## config.mk

```make
export PLATFORM = sky130hd
export DESIGN_NAME = tdm_demux_4ch
export DESIGN_NICKNAME = d
export VERILOG_FILES = /design/src/rtl/tdm_pkg.sv /design/src/rtl/tdm_demux_4ch.sv
export SDC_FILE = /design/constraint.sdc
export NUM_CORES = 1
export LEC_CHECK = 0
export CAP_MARGIN = 20
export CORE_ASPECT_RATIO = 1.4
export CORE_MARGIN = 1.5
export CORE_UTILIZATION = 45
export CTS_CLUSTER_SIZE = 24
export DETAILED_ROUTE_END_ITERATION = 12
export GPL_TIMING_DRIVEN = 0
export PLACE_DENSITY = 0.78
export REMOVE_ABC_BUFFERS = 1
export SLEW_MARGIN = 20
export SYNTH_ARGS = -nofsm -noshare
export SYNTH_HDL_FRONTEND = slang
export SYNTH_SLANG_ARGS = --single-unit
```

## constraint.sdc

```tcl
create_clock -name clk -period 2.2 [get_ports clk]
set_clock_uncertainty 0.05 [all_clocks]
set_input_delay 0.66 -clock clk [delete_from_list [all_inputs] [get_ports clk]]
set_output_delay 0.66 -clock clk [all_outputs]
set_load 0.01 [all_outputs]
```

## src/rtl/tdm_pkg.sv

```systemverilog
// Types shared by the TDM receive demultiplexer and the future transmit multiplexer.
package tdm_pkg;

    localparam int NUM_CH = 4;

    typedef logic [1:0] slot_t;

    typedef enum logic {
        HUNT  = 1'b0,
        TRACK = 1'b1
    } tdm_state_e;

endpackage

```

## src/rtl/tdm_demux_4ch.sv

```systemverilog
// Four-channel TDM demultiplexer: aligns to start-of-frame, steers samples to
// per-channel holding registers and reports frame delivery, lock and alignment errors.
module tdm_demux_4ch
    import tdm_pkg::*;
#(
    parameter int DATA_W      = 16,
    parameter int LOCK_FRAMES = 2
) (
    input  logic                           clk,
    input  logic                           rst,
    input  logic                           in_valid,
    input  logic                           in_sof,
    input  logic [DATA_W-1:0]              in_data,
    output logic [NUM_CH-1:0][DATA_W-1:0]  ch_data,
    output logic [NUM_CH-1:0]              ch_valid,
    output logic                           frame_valid,
    output logic [1:0]                     slot,
    output logic                           locked,
    output logic                           sync_err
);

    localparam logic [3:0] LOCK_CNT = 4'(LOCK_FRAMES);

    tdm_state_e state;
    slot_t      cur_slot;
    logic [3:0] good_cnt;
    logic [3:0] good_cnt_inc;

    assign slot = cur_slot;

    // Saturating increment so the counter parks at the lock threshold.
    always_comb begin
        good_cnt_inc = good_cnt;
        if (good_cnt != LOCK_CNT) begin
            good_cnt_inc = good_cnt + 4'd1;
        end
    end

    always_ff @(posedge clk) begin
        if (rst) begin
            state       <= HUNT;
            cur_slot    <= '0;
            good_cnt    <= '0;
            locked      <= 1'b0;
            ch_data     <= '0;
            ch_valid    <= '0;
            frame_valid <= 1'b0;
            sync_err    <= 1'b0;
        end else begin
            ch_valid    <= '0;
            frame_valid <= 1'b0;
            sync_err    <= 1'b0;
            if (in_valid) begin
                unique case (state)
                    HUNT: begin
                        if (in_sof) begin
                            ch_data[0]  <= in_data;
                            ch_valid[0] <= 1'b1;
                            cur_slot    <= 2'd1;
                            state       <= TRACK;
                        end
                    end
                    TRACK: begin
                        if (in_sof && cur_slot != 2'd0) begin
                            // Early SOF: resynchronise on this sample as a fresh slot 0.
                            sync_err    <= 1'b1;
                            ch_data[0]  <= in_data;
                            ch_valid[0] <= 1'b1;
                            cur_slot    <= 2'd1;
                            good_cnt    <= '0;
                            locked      <= 1'b0;
                        end else if (!in_sof && cur_slot == 2'd0) begin
                            // Missing SOF: alignment is lost, drop the sample and hunt again.
                            sync_err <= 1'b1;
                            good_cnt <= '0;
                            locked   <= 1'b0;
                            state    <= HUNT;
                        end else begin
                            ch_data[cur_slot]  <= in_data;
                            ch_valid[cur_slot] <= 1'b1;
                            cur_slot           <= cur_slot + 2'd1;
                            if (cur_slot == 2'd3) begin
                                frame_valid <= 1'b1;
                                good_cnt    <= good_cnt_inc;
                                locked      <= (good_cnt_inc == LOCK_CNT);
                            end
                        end
                    end
                endcase
            end
        end
    end

endmodule

```

-- Yosys cells after proc, flatten, opt, wreduce, memory -nomap -nowiden
Cells that the tools add are included.
- input port bits: 20
- output and inout port bits: 73
- word-level logic and storage cells: 68
- flip-flop bits (word level): 78
- eq/ne operators: 5
- order comparisons: 2
- $add $sub $neg: 2
- mux-type cells: 30
- reduce and logical (&&, ||, !) cells: 13
- bitwise operators: 4
- operator list (operator ; count):
    64-bit bitwise mux ; 1
    16-bit 2-to-1 mux ; 4
    16-bit demux with 2-bit select ; 1
    16-bit case mux with 2 select lines ; 1
    4-bit 2-to-1 mux ; 4
    1-bit 2-to-1 mux ; 12
    2-bit 2-to-1 mux ; 3
    3-bit AND reduction ; 2
    5-bit OR reduction ; 1
    4-bit by 1-bit adder with 4-bit output, second input constant ; 1
    4-bit by 2-bit == test with 1-bit output, second input constant ; 1
    4-bit by 2-bit != test with 1-bit output, second input constant ; 1
    1-bit inverter ; 4
    1-bit case mux with 2 select lines ; 2
    2-bit case mux with 2 select lines ; 1
    4-bit AND reduction ; 1
    1-bit logical AND ; 3
    2-bit by 3-bit < comparator with 1-bit output, second input constant ; 1
    3-bit != test, second input constant ; 1
    3-bit nonzero test ; 1
    3-bit OR reduction ; 1
    2-bit by 1-bit adder with 2-bit output, second input constant ; 1
    1-bit demux with 2-bit select ; 1
    2-bit == test, second input constant ; 1
    other kinds (6) ; 6

-- Longest topological paths before layout
Gate-level depths: netlist of the first run.
- depth in word-level cells: 8
- mapped depth: 9
- depth with buffers taken out: 8

-- Least setup slack after synthesis of the first run
No wires, ideal clock.
- path type: reg-to-reg
- start: register cur_slot[0], in the netlist slot[0]
- end: register ch_data[15] (netlist bit)
- path buffers: 1
- period minus slack after synthesis: 2.045 ns
- path slack: 0.155 ns
- stages on the path, launching flop included: 10
- library setup time: 0.128 ns
- data required time: 2.022 ns
- arrival time: 1.867 ns
- cell sequence: dfxtp_1 -> inv_1 -> ha_1 -> inv_1 -> ha_1 -> and2b_1 -> a21oi_4 -> buf_6 -> mux2i_1 -> nor2_1
- longest elaborated chain between the ends: 8
- elaborated cells between the ends (all ways): 15
- classes of those cells: order compare: 2; eq/ne: 1; mux: 6; reduce/logical: 6
- ends and longest elaborated chain (what ; line ; source):
    start, declared ; tdm_demux_4ch.sv:25 ; slot_t cur_slot;
    start signal, assigned ; tdm_demux_4ch.sv:81 ; cur_slot <= cur_slot + 2'd1;
    2-bit by 3-bit < comparator with 1-bit output (not written as such) or 2-bit by 1-bit >= comparator with 1-bit output (tied branches) ; tdm_demux_4ch.sv:79 ; ch_data[cur_slot] <= in_data;
    1-bit logical AND (not written as such) ; tdm_demux_4ch.sv:79 ;
    16-bit 2-to-1 mux (not written as such) ; tdm_demux_4ch.sv:79 ;
    16-bit demux with 2-bit select ; tdm_demux_4ch.sv:79 ;
    64-bit bitwise mux ; tdm_demux_4ch.sv:79 ;
    16-bit 2-to-1 mux ; tdm_demux_4ch.sv:72 ; end else if (!in_sof && cur_slot == 2'd0) begin
    16-bit 2-to-1 mux ; tdm_demux_4ch.sv:64 ; if (in_sof && cur_slot != 2'd0) begin
    16-bit case mux with 2 select lines ; tdm_demux_4ch.sv:54 ; unique case (state)
    end signal, assigned by index ; tdm_demux_4ch.sv:79 ;
    end, declared ; tdm_demux_4ch.sv:14 ; output logic [NUM_CH-1:0][DATA_W-1:0] ch_data,
Several ways; a longest one is shown, not always the timed one. The select of a mux whose other input is x is not followed.
A chain may end at the register's enable or synchronous reset.

-- Worst setup path in the final report of the first run
- start: register cur_slot[1], in the netlist slot[1]
- end: register good_cnt[2]
- longest elaborated chain between the ends: 4
- elaborated cells between the ends (all ways): 9
- classes of those cells: eq/ne: 1; mux: 2; reduce/logical: 6
- ends and longest elaborated chain (what ; line ; source):
    2-bit nonzero test or 2-bit zero test (tied branches) ; tdm_demux_4ch.sv:64, tdm_demux_4ch.sv:72 ;
    1-bit logical AND (on tied branches) ; tdm_demux_4ch.sv:64, tdm_demux_4ch.sv:72 ;
    3-bit nonzero test (no line) or 4-bit 2-to-1 mux (tied branches) ; - ;
    3-bit AND reduction (no line) or 4-bit 2-to-1 mux (tied branches) ; - ;
    end signal, assigned ; tdm_demux_4ch.sv:84 ; good_cnt <= good_cnt_inc;
    end, declared ; tdm_demux_4ch.sv:26 ; logic [3:0] good_cnt;
Several ways; a longest one is shown, not always the timed one.

==> impl_metrics.json, run 1 <==
{
  "yosys_warnings": 0,
  "grt_use_total_pct": 20.7,
  "cts_htree_levels": 3,
  "dr.first_iter.drc_count": 206,
  "crit_family": "adder cells",
  "synth_seq_cells": 77,
  "drc": 0,
  "fp.coreArea_sq_um": 6250,
  "wl_per_cell_microns": 14.5,
  "start_util_pct": 47.0,
  "num_vias": 2604,
  "yosys_most_used_dff": "dfxtp_1",
  "cts_buffer_depth": 2,
  "path_max_fanout": 9,
  "area_delta_synth_final_pct": 40.5,
  "syn_inst": 346,
  "setup_violations": 0,
  "die_w_microns": 71.3,
  "die-area_sq_um": 7030,
  "ctsHoldBuffers": 0,
  "end_kind": "register",
  "gp_congestion": 0.772,
  "synthArstFlopShare_pct": 0,
  "switchingPower_mw": 0.630,
  "ir_drop_uv": 536,
  "ys_seq_area_share_pct": 52.4,
  "antennaDiodeCount": 0,
  "tightest_slew_ns": 0.747,
  "tritoncts": "done",
  "cts_buffers": 9,
  "clkPwrFrac_pct": 38.1,
  "hold_path_class": "reg2reg",
  "clk_pin_slew_ns": 0.07,
  "finalNonFillerCells": 510,
  "dpl.cell_count": 490,
  "rr_endpoint": "good_cnt[2]",
  "power_mw": 2.72,
  "critPathRequiredTime_ns": 2.41,
  "criticalPathCategory": "reg2reg",
  "p_leak_nw": 1.51,
  "drive_above_1_share_pct": 7.31,
  "maxSlewHeadroom_pct": 50.2,
  "first_pass_iters": 4,
  "cap_violations": 0,
  "hold-path-endpoint": "ch_data[53]",
  "r2r_start": "slot[1]",
  "power_frac_seq_pct": 52.7,
  "die_y_microns": 98.6,
  "synth_edf_count": 0,
  "ant_nets": 0,
  "nNetsFinal": 462,
  "cpPeakStageDelay_ns": 0.49,
  "fin_crit_sh_pct": 92.6,
  "hold_viol_final": 0,
  "syn_area_sq_um": 2940,
  "cts_root_buf": "clkbuf_8",
  "critPathLaunchType": "register",
  "sw_frac_of_total_pct": 23.1,
  "rsz0062_at_grt": "false",
  "syn-mean-instance-area_sq_um": 8.50,
  "fin_crit_ns": 2.04,
  "ys_types": 32,
  "cts.sinks": 77,
  "grt_start_max_net_pins": 77,
  "p_per_area_nw_per_um2": 659,
  "fmax_ghz": 0.491,
  "whs_ns": 0.403,
  "min_path_cells": 2,
  "cp.arrival_ns": 2.25,
  "reg2reg_depth": 7,
  "r2r_slack_ns": 0.16,
  "grt_overflow": 0,
  "viasPerCell": 5.11,
  "insertion_delay_ns": 0.34,
  "hp-start": "ch_data[53]",
  "grt_pass1_vias": 2381,
  "hpwl_microns": 4580,
  "antenna_found_initial": 0,
  "crit_buf_inv": 2,
  "wirelength_microns": 7390,
  "combPwrFrac_pct": 9.1,
  "cp_slowest_cell": "or4_1",
  "final_max_slew_viol_count": 0,
  "grt_pass1_wl_microns": 11500,
  "path_cells": "inv_1 > ha_1 > ha_1 > inv_1 > o21ai_2 > or4_1 > a21oi_1",
  "intPower_mw": 2.09,
  "port_buffers": 92,
  "status": "finished, final reports clean",
  "rows": 34,
  "ioPinCount": 93
}
-- worst register-to-register path, cell delays in order, from the launching register on --
cell and delay, ns:
dfxtp_1 0.38, inv_1 0.09, ha_1 0.24, ha_1 0.33
inv_1 0.09, o21ai_2 0.12, or4_1 0.49, a21oi_1 0.16
-- per-stage QoR --
step | utilization [%] | TNS [ns] | cell area, sq um | worst slack (ns)
2_1_floorplan | - | 0 | 2840 | 0.110
3_5_place_dp | 61.5 | -48.13 | 3850 | -0.775
3_3_place_gp | 61.5 | -85.57 | 3850 | -1.52
4_1_cts | 65.7 | 0 | 4110 | 0.0873
5_1_grt | 66.0 | 0 | 4130 | 0.0119
6_report | 66.0 | 0 | 4130 | 0.163
-- cell usage after synthesis (2+ instances only) --
| cell | n | share of area [%] |
|---|---|---|
| a21oi_1 | 53 | 9.0 |
| nand2_1 | 103 | 13 |
| inv_1 | 6 | 0.77 |
| nor3_1 | 3 | 0.51 |
| nor2_1 | 25 | 3.2 |
| buf_4 | 4 | 1.0 |
| mux2i_1 | 17 | 5.8 |
| or4_1 | 3 | 0.77 |
| o21ai_0 | 4 | 0.68 |
| clkbuf_1 | 11 | 1.4 |
| and3_1 | 2 | 0.43 |
| and2_1 | 7 | 1.5 |
| nand2b_1 | 2 | 0.43 |
| buf_2 | 4 | 0.68 |
| ha_1 | 9 | 3.8 |
| dfxtp_1 | 77 | 52 |
-- logic make-up after synthesis --
| group | share of synthesized area [%] |
|---|---|
| and+or+nand+nor | 21.5 |
| DFF | 52.4 |
| AOI/OAI and AO/OA | 11.8 |
| buffers and inverters | 4.26 |
| muxes | 6.17 |
| adders and majority gates | 3.83 |
-- per-layer routing --
layer / track usage, % / vias to the layer above / share of wire (%)
li1: - / 1310 / -
met3: 3.37 / 14 / 3.8
met4: 10.2 / 0 / 2.1
met5: 0 / - / 0
met1: 24.4 / 1217 / 42
met2: 35.9 / 63 / 52
-- flip-flops by register name, summed over array words and instances (netlist names) --
name,flops
ch_valid,4
state,1
ch_data,64
locked,1
sync_err,1
good_cnt,4
slot,2
-- worst max-delay path by stage --
stage                     startpoint           to  slack (ns)  cells past startpoint
after CTS                    slot[0]  ch_data[29]        0.09                      7
after floorplan              slot[0]   ch_data[0]        0.11                      8
after global routing         slot[1]  ch_data[10]        0.01                      9
final                        slot[1]  good_cnt[2]        0.16                      7
after detailed placement      in_sof   ch_data[7]       -0.78                      7
after global placement           rst  ch_valid[2]       -1.52                      3
-- final cells by class --
cell class,instances,area [sq um]
clock buffers,11,141
clock inverters,5,50.0
fillers,506,2120
inverters,6,22.5
multi-input cells,245,1330
flip-flops and latches,77,1540
well taps,72,90.1
repair buffers,94,957
-- power groups by stage --
stage | Combinational (mW) | Sequential (mW) | Clock (mW)
after floorplan | 0.0842 | 1.48 | 0
after global placement | 0.226 | 1.46 | 0
after detailed placement | 0.228 | 1.47 | 0
after CTS | 0.246 | 1.43 | 1.05
after global routing | 0.269 | 1.44 | 1.11
final | 0.249 | 1.43 | 1.04
-- repair_timing --
item / CTS / global route
hold endpoints to repair: 0 / 0
pin swaps: 1 / 3
gates cloned: 0 / 2
buffers inserted: 2 / 0
endpoints found under the setup margin: 67 / 68
gates resized for setup: 16 / 2
-- cells in the final DEF (no fill, tap or decap), types with 2 or more instances in the layout --
master	instances
nand2_1	100
clkdlybuf4s50_1	90
dfxtp_1	76
a21oi_1	53
nor2_1	25
mux2i_1	17
clkbuf_8	10
ha_1	9
inv_1	6
o21ai_0	4
and2_1	4
clkinv_2	4
and2_2	3
or4_1	3
nor3_1	3
and2_4	3
nand2_4	3
nand2b_1	2
buf_12	2
Power figures use the tool's default switching activity.
==> run 2, diff against run 1 <==
CTS_CLUSTER_DIAMETER = 60   (was not set)
SETUP_SLACK_MARGIN = 0.5   (was not set)
==> impl_metrics.json, run 2 (same netlist as run 1, synthesis figures left out) <==
{
  "cts.sinks": 77,
  "intPower_mw": 2.12,
  "cts_root_buf": "clkbuf_8",
  "end_kind": "register",
  "final_max_slew_viol_count": 0,
  "tightest_slew_ns": 0.774,
  "cpPeakStageDelay_ns": 0.36,
  "grt_pass1_vias": 2619,
  "critPathRequiredTime_ns": 2.33,
  "min_path_cells": 2,
  "num_vias": 2799,
  "ir_drop_uv": 531,
  "gp_congestion": 0.772,
  "path_depth": 9,
  "area_delta_synth_final_pct": 49.7,
  "cts_buffers": 9,
  "nNetsFinal": 479,
  "final.setup.tns_ns": 0,
  "antenna_found_initial": 0,
  "grt_start_max_net_pins": 77,
  "fmax_ghz": 0.517,
  "switchingPower_mw": 0.664,
  "status": "finished, final reports clean",
  "sw_frac_of_total_pct": 23.9,
  "n_fill_cell": 485,
  "p_per_area_nw_per_um2": 632,
  "crit_path_frequent_cell": "ha_4",
  "path_max_fanout": 16,
  "power_frac_seq_pct": 51.5,
  "largest_register_ff_count": 64,
  "crit_buf_inv": 3,
  "maxSlewHeadroom_pct": 48.4,
  "ioPinCount": 93,
  "viasPerCell": 5.31,
  "clkPwrFrac_pct": 37.2,
  "tritoncts": "done",
  "port_buffers": 92,
  "drc": 0,
  "setup_violations": 0,
  "fin_crit_sh_pct": 87.9,
  "top_register": "ch_data",
  "hold_viol_final": 0,
  "p_leak_nw": 1.82,
  "cap_violations": 0,
  "critPathLaunchType": "register",
  "rsz0062_at_grt": "true",
  "rows": 34,
  "top_regs": "ch_data (64), ch_valid (4), good_cnt (4)",
  "wirelength_microns": 8570,
  "fp.coreArea_sq_um": 6250,
  "crit_family": "simple AND/OR/NAND/NOR gates",
  "hold_path_class": "reg2reg",
  "die_w_microns": 71.3,
  "criticalPathCategory": "reg2reg",
  "combPwrFrac_pct": 11.3,
  "grt_use_total_pct": 24.4,
  "cts_buffer_depth": 2,
  "ant_nets": 0,
  "path_cells": "inv_2 > ha_4 > buf_4 > ha_4 > and3_4 > buf_12 > nand2_8 > nand2_1 > a21oi_1",
  "reg2reg_depth": 9,
  "cp_slowest_cell": "dfxtp_2",
  "hpwl_microns": 4580,
  "fin_crit_ns": 1.93,
  "cp.arrival_ns": 2.07,
  "wl_per_cell_microns": 16.3,
  "drive_above_1_share_pct": 19.3,
  "power_mw": 2.78,
  "cts_htree_levels": 3,
  "insertion_delay_ns": 0.34,
  "grt_overflow": 0,
  "start_util_pct": 47.0,
  "grt_pass1_wl_microns": 13300,
  "antennaDiodeCount": 0,
  "utilization_pct": 70.4,
  "first_pass_iters": 4,
  "die_y_microns": 98.6,
  "layout_common_cells": "nand2_1 (82), dfxtp_1 (75), a21oi_1 (52)",
  "mostFrequentLayoutCell": "nand2_1",
  "dr.first_iter.drc_count": 243,
  "die-area_sq_um": 7030,
  "clk_pin_slew_ns": 0.08
}
[run 2: cell count changes in the layout (fill, tap and decap cells not counted), moves of 4 or more]
cell / change
clkdlybuf4s50_1: -74
inv_2: +4
inv_1: -5
dlygate4sd2_1: +46
nand2_2: +18
ha_1: -4
clkdlybuf4s15_1: +23
nand2_8: +4
nand2_1: -18
buf_4: +9
clkbuf_2: +4
[run 2: routing by layer]
layer | global-route usage, % | up-vias | wire length [microns]
met5 | 0 | - | 0
met1 | 28.5 | 1317 | 3380
met3 | 5.62 | 21 | 548
met4 | 10.4 | 0 | 245
li1 | - | 1357 | -
met2 | 42.3 | 104 | 4400
[run 2: worst paths after layout]
| check | from | endpoint | slack, ns |
|---|---|---|---|
| worst max-delay path | slot[1] | ch_data[58] | 0.27 |
| worst min-delay path | ch_data[26] | ch_data[26] | 0.40 |
| worst min register to register | ch_data[26] | ch_data[26] | 0.40 |
| worst max register to register | slot[1] | ch_data[58] | 0.27 |
[run 2: worst reg2reg max path: cells and delay by family (launching register included)]
family,cells,cell delay (ns)
AO/OA/AOI/OAI,1,0.08
buffers and inverters,3,0.34
adder cells (fa/ha/maj),2,0.45
flip-flops,1,0.36
AND/OR/NAND/NOR,3,0.48
[run 2: timing repair]
action / 4_1_cts / 5_1_grt
cloned: 6 / 1
endpoints found under the setup margin: 147 / 101
setup buffers: 9 / 5
hold buffers: 0 / 0
pin swaps: 10 / 12
resized for setup: 115 / 62
[run 2: final cells by class]
type,instances,area [sq um],area share [%]
timing repair buffer,107,1020,23.2
inverter,6,25.0,0.569
tap,72,90.1,2.05
sequential,77,1550,35.1
clock buffer,11,141,3.21
clock inverter,5,50.0,1.14
multi-input combinational,249,1530,34.7
[run 2: through the flow]
step | hold WS, ns | instance area [sq um] | instances | setup slack [ns]
floorplan | 0.424 | 2840 | 326 | 0.110
global placement | 0.392 | 3850 | 490 | -1.52
detailed placement | 0.396 | 3850 | 490 | -0.775
CTS | 0.404 | 4210 | 521 | 0.261
global route | 0.420 | 4400 | 527 | 0.211
finish | 0.403 | 4400 | 527 | 0.266
[run 2: power groups by stage]
stage | Clock, mW | Sequential, mW | Combinational, mW
floorplan | 0 | 1.48 | 0.0842
global route | 1.12 | 1.44 | 0.335
detailed placement | 0 | 1.47 | 0.228
CTS | 1.05 | 1.43 | 0.278
finish | 1.03 | 1.43 | 0.315
global placement | 0 | 1.46 | 0.226
==> run 3, diff against run 2 <==
CAP_MARGIN = not set   (was 20)
==> results of run 3 <==
The final DEF is identical to that of run 2; final timing and power are the same.
